File: src/rtl/fetch_ctrl_pkg.sv
// -----------------------------------------------------------------------------
// fetch_ctrl_pkg
// Shared definitions for the instruction-fetch controller:
//   - state_t      : fetch sequencing states (IDLE, REQ, WAIT, HOLD)
//   - pc_sel_t     : next-PC source selector (hold / +4 / redirect target)
//   - NOP_INSTR_DEFAULT : addi x0,x0,0, shown to decode when nothing is valid
//   - RESET_PC_DEFAULT  : default PC after reset
//   - pc_plus4()   : 32-bit wrapping sequential-PC helper
// -----------------------------------------------------------------------------
package fetch_ctrl_pkg;

  typedef enum logic [1:0] {
    IDLE = 2'd0,
    REQ  = 2'd1,
    WAIT = 2'd2,
    HOLD = 2'd3
  } state_t;

  typedef enum logic [1:0] {
    PC_HOLD   = 2'd0,
    PC_INC    = 2'd1,
    PC_TARGET = 2'd2
  } pc_sel_t;

  localparam logic [31:0] NOP_INSTR_DEFAULT = 32'h0000_0013;
  localparam logic [31:0] RESET_PC_DEFAULT  = 32'h0000_0000;

  // Sequential PC; wraps from 0xFFFF_FFFC to 0x0000_0000.
  function automatic logic [31:0] pc_plus4(input logic [31:0] pc);
    return pc + 32'd4;
  endfunction

endpackage

File: src/rtl/fetch_ctrl_pc.sv
// -----------------------------------------------------------------------------
// fetch_ctrl_pc
// PC register with next-PC selection for the fetch controller.
// Ports:
//   clk    in   1  clock, rising edge
//   rst    in   1  synchronous active-high reset, loads RESET_VAL
//   sel    in   2  next-PC source (pc_sel_t: hold / +4 / target)
//   target in  32  redirect target, used when sel = PC_TARGET
//   pc     out 32  current fetch PC
// -----------------------------------------------------------------------------
module fetch_ctrl_pc
  import fetch_ctrl_pkg::*;
#(
  parameter logic [31:0] RESET_VAL = RESET_PC_DEFAULT
) (
  input  logic        clk,
  input  logic        rst,
  input  logic [1:0]  sel,
  input  logic [31:0] target,
  output logic [31:0] pc
);

  logic [31:0] pc_next;

  // Next-PC mux; target alignment is deliberately not checked.
  always_comb begin
    pc_next = pc;
    case (sel)
      PC_HOLD:   pc_next = pc;
      PC_INC:    pc_next = pc_plus4(pc);
      PC_TARGET: pc_next = target;
      default:   pc_next = pc;
    endcase
  end

  // PC register.
  always_ff @(posedge clk) begin
    if (rst) begin
      pc <= RESET_VAL;
    end else begin
      pc <= pc_next;
    end
  end

endmodule

File: src/rtl/fetch_ctrl.sv
// -----------------------------------------------------------------------------
// fetch_ctrl
// IF-stage sequencing controller. Issues one request at a time to a
// multi-cycle instruction memory (req/gnt then rvalid), presents the returned
// instruction to decode with valid/ready, and applies EX redirects, dropping
// the single response that was fetched on the wrong path.
//
// Optional feature macro: FETCH_CTRL_PERF_EN adds two wrapping 32-bit
// performance counters (accepted instructions, discarded/flushed ones).
//
// Ports:
//   i_clk            in   1  clock
//   i_rst            in   1  synchronous active-high reset
//   i_pc_src_EX      in   1  redirect request from EX
//   i_pc_target_EX   in  32  redirect target
//   o_imem_req       out  1  fetch request
//   o_imem_addr      out 32  fetch address
//   i_imem_gnt       in   1  request accepted this cycle
//   i_imem_rvalid    in   1  response valid
//   i_imem_rdata     in  32  response instruction
//   o_valid_F        out  1  instruction valid to decode
//   i_ready_D        in   1  decode accepts this cycle
//   o_pc_F           out 32  PC of presented instruction
//   o_pc_plus4_F     out 32  o_pc_F + 4 (wrapping)
//   o_instr_F        out 32  instruction, NOP_INSTR when not valid
//   o_perf_fetch_cnt out 32  (FETCH_CTRL_PERF_EN) instructions accepted
//   o_perf_kill_cnt  out 32  (FETCH_CTRL_PERF_EN) responses dropped + flushes
// -----------------------------------------------------------------------------
module fetch_ctrl
  import fetch_ctrl_pkg::*;
#(
  parameter logic [31:0] RESET_PC  = RESET_PC_DEFAULT,
  parameter logic [31:0] NOP_INSTR = NOP_INSTR_DEFAULT
) (
  input  logic        i_clk,
  input  logic        i_rst,
  input  logic        i_pc_src_EX,
  input  logic [31:0] i_pc_target_EX,
  output logic        o_imem_req,
  output logic [31:0] o_imem_addr,
  input  logic        i_imem_gnt,
  input  logic        i_imem_rvalid,
  input  logic [31:0] i_imem_rdata,
  output logic        o_valid_F,
  input  logic        i_ready_D,
  output logic [31:0] o_pc_F,
  output logic [31:0] o_pc_plus4_F,
  output logic [31:0] o_instr_F
`ifdef FETCH_CTRL_PERF_EN
  ,
  output logic [31:0] o_perf_fetch_cnt,
  output logic [31:0] o_perf_kill_cnt
`endif
);

  state_t      state, state_next;
  logic        kill, kill_next;
  logic        valid, valid_next;
  logic [31:0] instr, instr_next;
  logic [31:0] pc_out, pc_out_next;
  logic [1:0]  pc_sel;
  logic [31:0] pc;
  logic        fetch_evt;
  logic        kill_evt;

  fetch_ctrl_pc #(
    .RESET_VAL (RESET_PC)
  ) u_pc (
    .clk    (i_clk),
    .rst    (i_rst),
    .sel    (pc_sel),
    .target (i_pc_target_EX),
    .pc     (pc)
  );

  // Next-state, kill flag, output-register and next-PC decisions.
  // A redirect wins over every other event in the same cycle.
  always_comb begin
    state_next  = state;
    kill_next   = kill;
    valid_next  = valid;
    instr_next  = instr;
    pc_out_next = pc_out;
    pc_sel      = PC_HOLD;
    fetch_evt   = 1'b0;
    kill_evt    = 1'b0;

    if (i_pc_src_EX) begin
      pc_sel = PC_TARGET;
    end else begin
      pc_sel = PC_HOLD;
    end

    case (state)
      IDLE: begin
        state_next = REQ;
      end
      REQ: begin
        if (i_imem_gnt) begin
          state_next = WAIT;
          // A request accepted alongside a redirect fetches the old path.
          kill_next  = i_pc_src_EX;
        end else begin
          state_next = REQ;
        end
      end
      WAIT: begin
        if (i_imem_rvalid) begin
          if (i_pc_src_EX || kill) begin
            // Wrong-path response: drop it and refetch at pc (the target).
            state_next = REQ;
            kill_next  = 1'b0;
            kill_evt   = 1'b1;
          end else begin
            state_next  = HOLD;
            valid_next  = 1'b1;
            instr_next  = i_imem_rdata;
            pc_out_next = pc;
          end
        end else begin
          // Only the one outstanding response is ever stale, so a second
          // redirect here just moves pc and leaves kill set.
          if (i_pc_src_EX) begin
            kill_next = 1'b1;
          end else begin
            kill_next = kill;
          end
        end
      end
      HOLD: begin
        if (i_pc_src_EX) begin
          state_next = REQ;
          valid_next = 1'b0;
          instr_next = NOP_INSTR;
          kill_evt   = 1'b1;
        end else if (i_ready_D) begin
          state_next = REQ;
          valid_next = 1'b0;
          instr_next = NOP_INSTR;
          pc_sel     = PC_INC;
          fetch_evt  = 1'b1;
        end else begin
          state_next = HOLD;
        end
      end
      default: begin
        state_next = IDLE;
      end
    endcase
  end

  // State, kill flag and decode-facing output registers.
  always_ff @(posedge i_clk) begin
    if (i_rst) begin
      state  <= IDLE;
      kill   <= 1'b0;
      valid  <= 1'b0;
      instr  <= NOP_INSTR;
      pc_out <= RESET_PC;
    end else begin
      state  <= state_next;
      kill   <= kill_next;
      valid  <= valid_next;
      instr  <= instr_next;
      pc_out <= pc_out_next;
    end
  end

  assign o_imem_req   = (state == REQ);
  assign o_imem_addr  = pc;
  assign o_valid_F    = valid;
  assign o_instr_F    = instr;
  assign o_pc_F       = pc_out;
  assign o_pc_plus4_F = pc_plus4(pc_out);

`ifdef FETCH_CTRL_PERF_EN
  logic [31:0] perf_fetch_cnt;
  logic [31:0] perf_kill_cnt;

  // Wrapping event counters.
  always_ff @(posedge i_clk) begin
    if (i_rst) begin
      perf_fetch_cnt <= 32'd0;
      perf_kill_cnt  <= 32'd0;
    end else begin
      perf_fetch_cnt <= perf_fetch_cnt + {31'd0, fetch_evt};
      perf_kill_cnt  <= perf_kill_cnt + {31'd0, kill_evt};
    end
  end

  assign o_perf_fetch_cnt = perf_fetch_cnt;
  assign o_perf_kill_cnt  = perf_kill_cnt;
`endif

endmodule

File: config.mk
export PLATFORM = sky130hd
export DESIGN_NAME = fetch_ctrl
export DESIGN_NICKNAME = d
export VERILOG_FILES = /design/src/rtl/fetch_ctrl_pkg.sv /design/src/rtl/fetch_ctrl_pc.sv /design/src/rtl/fetch_ctrl.sv
export SDC_FILE = /design/constraint.sdc
export NUM_CORES = 1
export LEC_CHECK = 0
export CORE_MARGIN = 2
export CORE_UTILIZATION = 43
export DETAILED_ROUTE_END_ITERATION = 8
export PLACE_DENSITY = 0.8
export SYNTH_ARGS = -nofsm -noshare
export SYNTH_HDL_FRONTEND = slang
export SYNTH_SLANG_ARGS = --single-unit
File: constraint.sdc
create_clock -name i_clk -period 3.9 [get_ports i_clk]
set_clock_uncertainty 0.15 [all_clocks]
set_input_delay 1.17 -clock i_clk [delete_from_list [all_inputs] [get_ports i_clk]]
set_output_delay 1.17 -clock i_clk [all_outputs]
set_load 0.01 [all_outputs]
**Word-level counts from Yosys, hierarchy flattened**

Cells that the tools add are included.

- Register bits after elaboration: 100
- Bits of input ports: 70
- Logic and storage cells: 54

- Add/subtract/negate cells: 2
- Equality and inequality tests: 11
- Muxes and demuxes: 26
- Bitwise gates (word level): 1
- Reduce and logical (&&, ||, !) cells: 8

Operators by type and width:

| kind | number |
|---|---|
| two-way mux 32 bit | 4 |
| case mux 32 bit (2 select lines) | 2 |
| adder 32 x 3 -> 32 bit, second input constant | 2 |
| two-way mux 2 bit | 9 |
| inequality test 3 bit, second input constant | 3 |
| two-way mux 1 bit | 8 |
| case mux 2 bit (4 select lines) | 1 |
| AND reduction 4 bit | 2 |
| == test 2 bit, second input constant | 3 |
| nonzero test 2 bit | 3 |
| == test 2 x 1 -> 1 bit, second input constant | 2 |
| inequality test 2 bit, second input constant | 2 |
| case mux 1 bit (2 select lines) | 2 |
| AND reduction 3 bit | 1 |
| zero test 2 bit | 1 |
| inequality test 2 x 1 -> 1 bit, second input constant | 1 |
| logical OR 1 bit | 1 |
| NOT 1 bit | 1 |

**Longest topological paths before layout**

Gate-level depths: netlist (run 1).

- Word-level depth: 6
- Depth in mapped cells: 10

**Hierarchy**

A second synthesis (run 1) with hierarchy kept.

- Cell total of the unflattened synthesis: 601
- Area total of the unflattened synthesis: 4,997.3 µm²

By module, submodules not included:

| module | instances | cells each | area an instance (µm²) |
|---|---|---|---|
| fetch_ctrl | 1 | 325 | 2,835.2 |
| fetch_ctrl_pc | 1 | 276 | 2,162.1 |

**Worst setup path before layout (run 1)**

No wires, ideal clock.

- Path type: in2reg
- From: in i_pc_src_EX
- To: reg u_pc.pc[2]
- Setup time: 0.128 ns
- Data arrival time: 2.926 ns
- Required time: 3.622 ns
- Setup slack: 0.697 ns
- Cell stages on the path: 10
- Buffers on the path: 4
- Cell sequence: clkbuf_1 > nor2b_1 > nand3_1 > ha_1 > clkbuf_1 > clkbuf_1 > buf_1 > nor2_1 > a21oi_1 > nor2_1

- Cells in the longest elaborated chain, start to end: 6
- Elaborated cells on any way between the ends: 8
- Classes of those cells: eq/ne: 2; mux: 5; reduce/logical: 1

RTL lines:

| element | line | RTL |
|---|---|---|
| from (decl) | fetch_ctrl.sv:37 | `input logic i_pc_src_EX,` |
| two-way mux 2 bit | fetch_ctrl.sv:88 | `if (i_pc_src_EX) begin` |
| two-way mux 2 bit | fetch_ctrl.sv:136 | `end else if (i_ready_D) begin` |
| two-way mux 2 bit | fetch_ctrl.sv:131 | `if (i_pc_src_EX) begin` |
| two-way mux 2 bit * | fetch_ctrl.sv:94 | `case (state)` |
| == test 2 bit or == test 2 x 1 -> 1 bit (tied branches) | fetch_ctrl_pc.sv:28 | `case (sel)` |
| case mux 32 bit (2 select lines) or nonzero test 2 bit (tied branches) | -- |  |
| to (signal assigned) | fetch_ctrl_pc.sv:41 | `pc <= pc_next;` |
| to (decl) | fetch_ctrl_pc.sv:20 | `output logic [31:0] pc` |

Mark *: on every way between the ends. The rest lies on a longest branch, timed or not.
A chain may end at the register's enable or synchronous reset.

**Worst setup path after layout (run 1)**

- From: reg pc_out[6] (netlist: o_pc_F[6])
- To: out o_pc_plus4_F[29]

- Cells in the longest elaborated chain, start to end: 1

RTL lines:

| element | line | RTL |
|---|---|---|
| from (decl) | fetch_ctrl.sv:60 | `logic [31:0] pc_out, pc_out_next;` |
| from (signal assigned) | fetch_ctrl.sv:165 | `pc_out <= pc_out_next;` |
| adder 32 x 3 -> 32 bit | fetch_ctrl_pkg.sv:30 | `return pc + 32'd4;` |
| to (decl) | fetch_ctrl.sv:47 | `output logic [31:0] o_pc_plus4_F,` |

Every way passes these cells.

==> results of run 1 <==
-- critical path, stage by stage, from the launching register on --
cell	delay (ns)
dfxtp_1	0.46
and4_1	0.31
and3_1	0.21
nor2b_4	0.25
nand4_1	0.17
xnor2_1	0.18
clkdlybuf4s50_1	0.56
-- cell families after synthesis --
kind of cell	Yosys count	synth area share [%]
XOR/XNOR	28	5.02
AND/OR/NAND/NOR	281	27.9
flip-flops	100	41.0
adder cells (fa/ha/maj)	3	0.768
AO/OA/AOI/OAI	155	19.5
multiplexers	7	1.48
buffers and inverters	53	4.38
-- routing by layer --
metal | track usage [%] | vias up | part of all wire, %
met2 | 42.5 | 277 | 47
met4 | 10.7 | 0 | 2.8
met3 | 7.68 | 33 | 9.4
met1 | 31.2 | 2535 | 40
met5 | 0 | - | 0
li1 | - | 2587 | -
-- area by class of cell --
class,count,area (um^2),area share [%]
clock buffers,9,225,3.06
clock inverters,7,124,1.69
inverters,7,26.3,0.358
multi-input cells,474,2690,36.6
flip-flops and latches,100,2000,27.3
well taps,140,175,2.38
repair buffers,213,2110,28.7
-- power by group --
part	leakage (nW)	total, mW	switching [mW]	internal [mW]
clock network	0.166	1.03	0.403	0.631
registers	0.812	1.10	0.0495	1.05
logic	1.55	0.285	0.128	0.157
-- flip-flops by register name, summed over array words and instances (netlist names) --
register	cells
o_pc_F	32
o_instr_F	32
u_pc.pc	32
kill	1
state	2
o_valid_F	1
-- Yosys cell counts (2+ instances only) --
cell      number  area share (%)
dfxtp_1      100              41
nand2_1       96             7.4
nor2_1        71             5.5
a21oi_1       67             6.9
a22oi_1       39             6.0
clkbuf_1      39             3.0
nand3_1       28             2.9
xnor2_1       23             4.1
nand4_1       19             2.4
o21ai_0       16             1.6
nor3_1        12             1.2
a31oi_1        8             1.0
and3_1         8             1.0
inv_1          7            0.54
nor2b_1        7            0.90
or3_1          7            0.90
nand2b_1       6            0.77
o22ai_1        6            0.77
and4_1         5            0.90
mux2i_1        5             1.0
nor4_1         5            0.64
xor2_1         5            0.90
a21o_1         4            0.61
buf_4          3            0.46
ha_1           3            0.77
or2_2          3            0.38
a221oi_1       2            0.36
a32o_1         2            0.41
and2_1         2            0.26
clkbuf_2       2            0.20
mux2_2         2            0.46
nor4_2         2            0.51
o21a_1         2            0.31
or4_1          2            0.31
-- worst max path at each step --
stage / slack, ns / depth (start not counted) / endpoint / start
floorplan: 0.70 / 10 / u_pc.pc[2] / i_pc_src_EX
global placement: 0.39 / 8 / o_pc_plus4_F[20] / o_pc_F[2]
detailed placement: 0.24 / 6 / o_pc_plus4_F[29] / o_pc_F[6]
finish: 0.08 / 6 / o_pc_plus4_F[29] / o_pc_F[6]
CTS: 0.01 / 8 / o_pc_plus4_F[24] / o_pc_F[3]
global route: -0.03 / 6 / o_pc_plus4_F[29] / o_pc_F[6]
-- timing repair --
| item | 4_1_cts | 5_1_grt |
|---|---|---|
| endpoints found under the setup margin | 13 | 10 |
| hold buffers | 0 | 0 |
| gates resized for setup | 3 | 4 |
==> impl_metrics.ini, run 1 <==
[status]
run_status = complete, no violations

[timing]
tightest_slew_ns = 1.07
finalCriticalPeriod_ns = 3.82
hold-worst-slack_ns = 0.331
setup_viol = 0
setup_tns_ns = 0
maxSlewViolCount = 0
slew_headroom_pct = 28.7
max_freq_ghz = 0.262
fin_crit_sh_pct = 97.9
finalHoldViolations = 0
finalWorstSetupSlack_ns = 0.0815

[detailed_routing]
wl_per_cell_um = 17.0
drt_iter0_markers = 475
dr.pass1.iters = 8
routed_via_density = 5.72
antenna_left = 0
drc = 0
vias = 5432
wl_um = 16100

[synthesis]
synth_cell_types = 53
syn-cell-area_um2 = 4890
ys.flop_type = dfxtp_1
synth-seq-area-share_pct = 41.0
syn_nets = 700
synth_cells = 627
synthArstFlopShare_pct = 0
syn_avg_cell_area_um2 = 7.79
yosysWarnings = 0
ys_ff_latch = 100
synth_edf_count = 0

[layout]
drive_gt1_share_pct = 6.17
nFillCells = 916
fin_cells = 950
final_util_pct = 66.9
final_cell_area_um2 = 7350
layout.nets = 878
syn2layout_area_growth_pct = 50.4
n_antenna_cell = 0
layout_common_cells = clkdlybuf4s50_1 (198), dfxtp_1 (98), nand2_1 (96)
final_common_cell = clkdlybuf4s50_1

[floorplanning]
die_x_um = 111
rows = 38
start_util_pct = 44.5
io_pins = 200
dieArea_um2 = 12200
core-area_um2 = 11000
die_y_um = 111

[placement]
gp_congestion = 0.896
post-dp-hpwl_um = 11600
place_inst = 934
io_buffers = 199
place_area_um2 = 6980
dp_slack_ns = 0.242

[worst_hold_path]
hold_end = o_pc_F[1]
hold_start = o_pc_F[1]
hold_class = reg -> reg
min_path_cells = 2

[power]
leakagePower_nw = 2.53
p_total_mw = 2.42
power.density_nw_per_um2 = 329
peakVddDrop_uv = 227

[worst_setup_path]
arrival_ns = 2.50
end_kind = primary output
cp-start-kind = register
crit_type = reg -> out
rr_endpoint = u_pc.pc[28]
reg2reg_from = u_pc.pc[2]
crit_required_ns = 2.58
rr_worst_depth = 6
crit_fanout = 7
reg2reg_slack_ns = 1.24

[clock_network]
cts_setup_buffers = 0
cts-root-buf = clkbuf_16
clk_pin_slew_ns = 0.07
cts_max_level = 3
cts_tree = built
cts.path.max_buffers = 2
cts_sinks = 100
clock_latency_ns = 0.35
numCtsBuffers = 9

[grt]
grt_pass1_vias = 5271
grt_overflow = 0
grt_max_degree = 105
antenna_found_initial = 0
grt_use_total_pct = 25.7
grt_pass1_wl_um = 26200

[job]
drv_cap = 0
(Power assumes the default switching activity.)
==> inputs of run 2 (changes only) <==
Settings changed: SLEW_MARGIN from default to 20.
==> results of run 2 <==
Final layout, timing and power as in run 1 (identical DEF).
==> inputs of run 3 (changes only) <==
Settings changed: CORE_ASPECT_RATIO from default to 0.7.
==> run 3 against run 2 <==
Net effect:
- worst hold slack better by 0.00056 ns
- utilization down 0.31 points
- maximum frequency about the same
- routed wire length up 3.1%
- die area up 0.11%
- largest power group unchanged
- register-to-register slack better by 0.12 ns
- final cell count up 1.6%
- global-route usage up 0.94 points
- flip-flop and latch count unchanged
==> impl_metrics.ini, run 3 (synthesis gave the netlist of run 1 again) <==
[floorplanning]
die_x_um = 131
io_pins = 200
rows = 32
dieArea_um2 = 12200
die_y_um = 93.2
start_util_pct = 44.2
core-area_um2 = 11100

[worst_setup_path]
crit_required_ns = 2.58
arrival_ns = 2.50
crit_fanout = 6
reg2reg_slack_ns = 1.36
end_kind = primary output
rr_endpoint = u_pc.pc[28]
reg2reg_from = u_pc.pc[2]
rr_worst_depth = 6
crit_type = reg -> out
cp-start-kind = register
startpoint = o_pc_F[12]
crit_end = o_pc_plus4_F[31]

[clock_network]
cts.path.max_buffers = 2
clock_latency_ns = 0.35
holdBufCountCts = 0
cts_sinks = 100
cts_tree = built
clk_pin_slew_ns = 0.07
cts-root-buf = clkbuf_16
numCtsBuffers = 9
cts_max_level = 3

[layout]
syn2layout_area_growth_pct = 50.6
nFillCells = 901
final_common_cell = clkdlybuf4s50_1
layout.nets = 880
layout_common_cells = clkdlybuf4s50_1 (195), nand2_1 (96), dfxtp_1 (92)
n_antenna_cell = 0
final_util_pct = 66.6
drive_gt1_share_pct = 7.51

[grt]
grt_pass1_vias = 5101
grt_pass1_wl_um = 26400
grt_overflow = 0
antenna_found_initial = 0
grt_use_total_pct = 26.6
grt_max_degree = 75

[timing]
finalHoldViolations = 0
tightest_slew_ns = 0.750
finalCriticalPeriod_ns = 3.82
setup_tns_ns = 0
maxSlewViolCount = 0
fin_crit_sh_pct = 97.9
slew_headroom_pct = 50.0
finalWorstSetupSlack_ns = 0.0819
max_freq_ghz = 0.262
hold-worst-slack_ns = 0.331
rsz0062_at_grt = yes
setup_viol = 0

[power]
p_total_mw = 2.30
leakagePower_nw = 2.57
power.density_nw_per_um2 = 312
peakVddDrop_uv = 243

[detailed_routing]
route.met3.wl_um = 1430
drc = 0
vias = 5481
wl_um = 16600
dr.pass1.iters = 7
antenna_left = 0
drt-met1-wl_um = 7370
drt_iter0_markers = 630
wl_per_cell_um = 17.2
routed_via_density = 5.68
wl_met2_um = 7570
highest_layer = met4

[status]
run_status = complete, no violations

[worst_hold_path]
hold_class = reg -> reg

[placement]
io_buffers = 199
post-dp-hpwl_um = 12100
dp_slack_ns = 0.291
gp_congestion = 0.879

[job]
drv_cap = 0
==> run 3: cell count changes in the layout (fill, tap and decap cells not counted), moves of 2 or more <==
| cell | change |
|---|---|
| nor2_2 | +2 |
| dfxtp_2 | +6 |
| buf_4 | +2 |
| nor2_1 | -2 |
| dfxtp_1 | -6 |
| dlymetal6s2s_1 | +3 |
| clkdlybuf4s50_1 | -3 |
| bufinv_16 | -2 |
==> run 3: where the power goes <==
| group | leakage [nW] | switching (mW) | internal (mW) |
|---|---|---|---|
| combinational | 1.61 | 0.130 | 0.158 |
| clock | 0.143 | 0.408 | 0.504 |
| sequential | 0.815 | 0.0515 | 1.05 |
| total | 2.57 | 0.590 | 1.71 |
==> run 3: worst min-delay path by stage <==
stage,from,end,depth (start not counted)
2_1_floorplan,u_pc.pc[0],o_pc_F[0],2
3_3_place_gp,o_pc_F[21],o_pc_F[21],2
3_5_place_dp,o_pc_F[21],o_pc_F[21],2
4_1_cts,o_pc_F[21],o_pc_F[21],2
5_1_grt,o_pc_F[1],o_pc_F[1],2
6_report,o_pc_F[1],o_pc_F[1],2
==> run 3: metal layers <==
layer / global-route usage, % / vias to the layer above
met4: 7.07 / 0
met3: 6.12 / 33
met5: 0 / -
met2: 42.4 / 305
met1: 36.6 / 2559
li1: - / 2584
==> run 3: critical path, cell delays in order, from the launching register on <==
cell             delay, ns
dfxtp_1               0.43
and4_1                0.27
nand3_1               0.23
nor2b_4               0.22
buf_4                 0.17
nand4_1               0.12
xnor2_1               0.16
clkdlybuf4s50_1       0.55
==> run 3: area by class of cell <==
class / count / area, um^2 / share of cell area, %
clock buffers: 10 / 229 / 3.11
repair buffers: 215 / 2130 / 28.9
multi-input cells: 474 / 2700 / 36.7
well taps: 153 / 191 / 2.60
flip-flops and latches: 100 / 2010 / 27.3
clock inverters: 6 / 72.6 / 0.986
inverters: 7 / 26.3 / 0.357
==> run 3: timing repair <==
| item | 4_1_cts | 5_1_grt |
|---|---|---|
| buffers inserted | 0 | 0 |
| gates resized for setup | 5 | 16 |
| endpoints found under the setup margin | 13 | 13 |
| pin swaps | 0 | 1 |
==> run 3: metrics by stage <==
step	instances	area (um^2)
2_1_floorplan	627	4890
3_3_place_gp	949	7010
3_5_place_dp	949	7010
4_1_cts	965	7320
5_1_grt	965	7360
6_report	965	7360
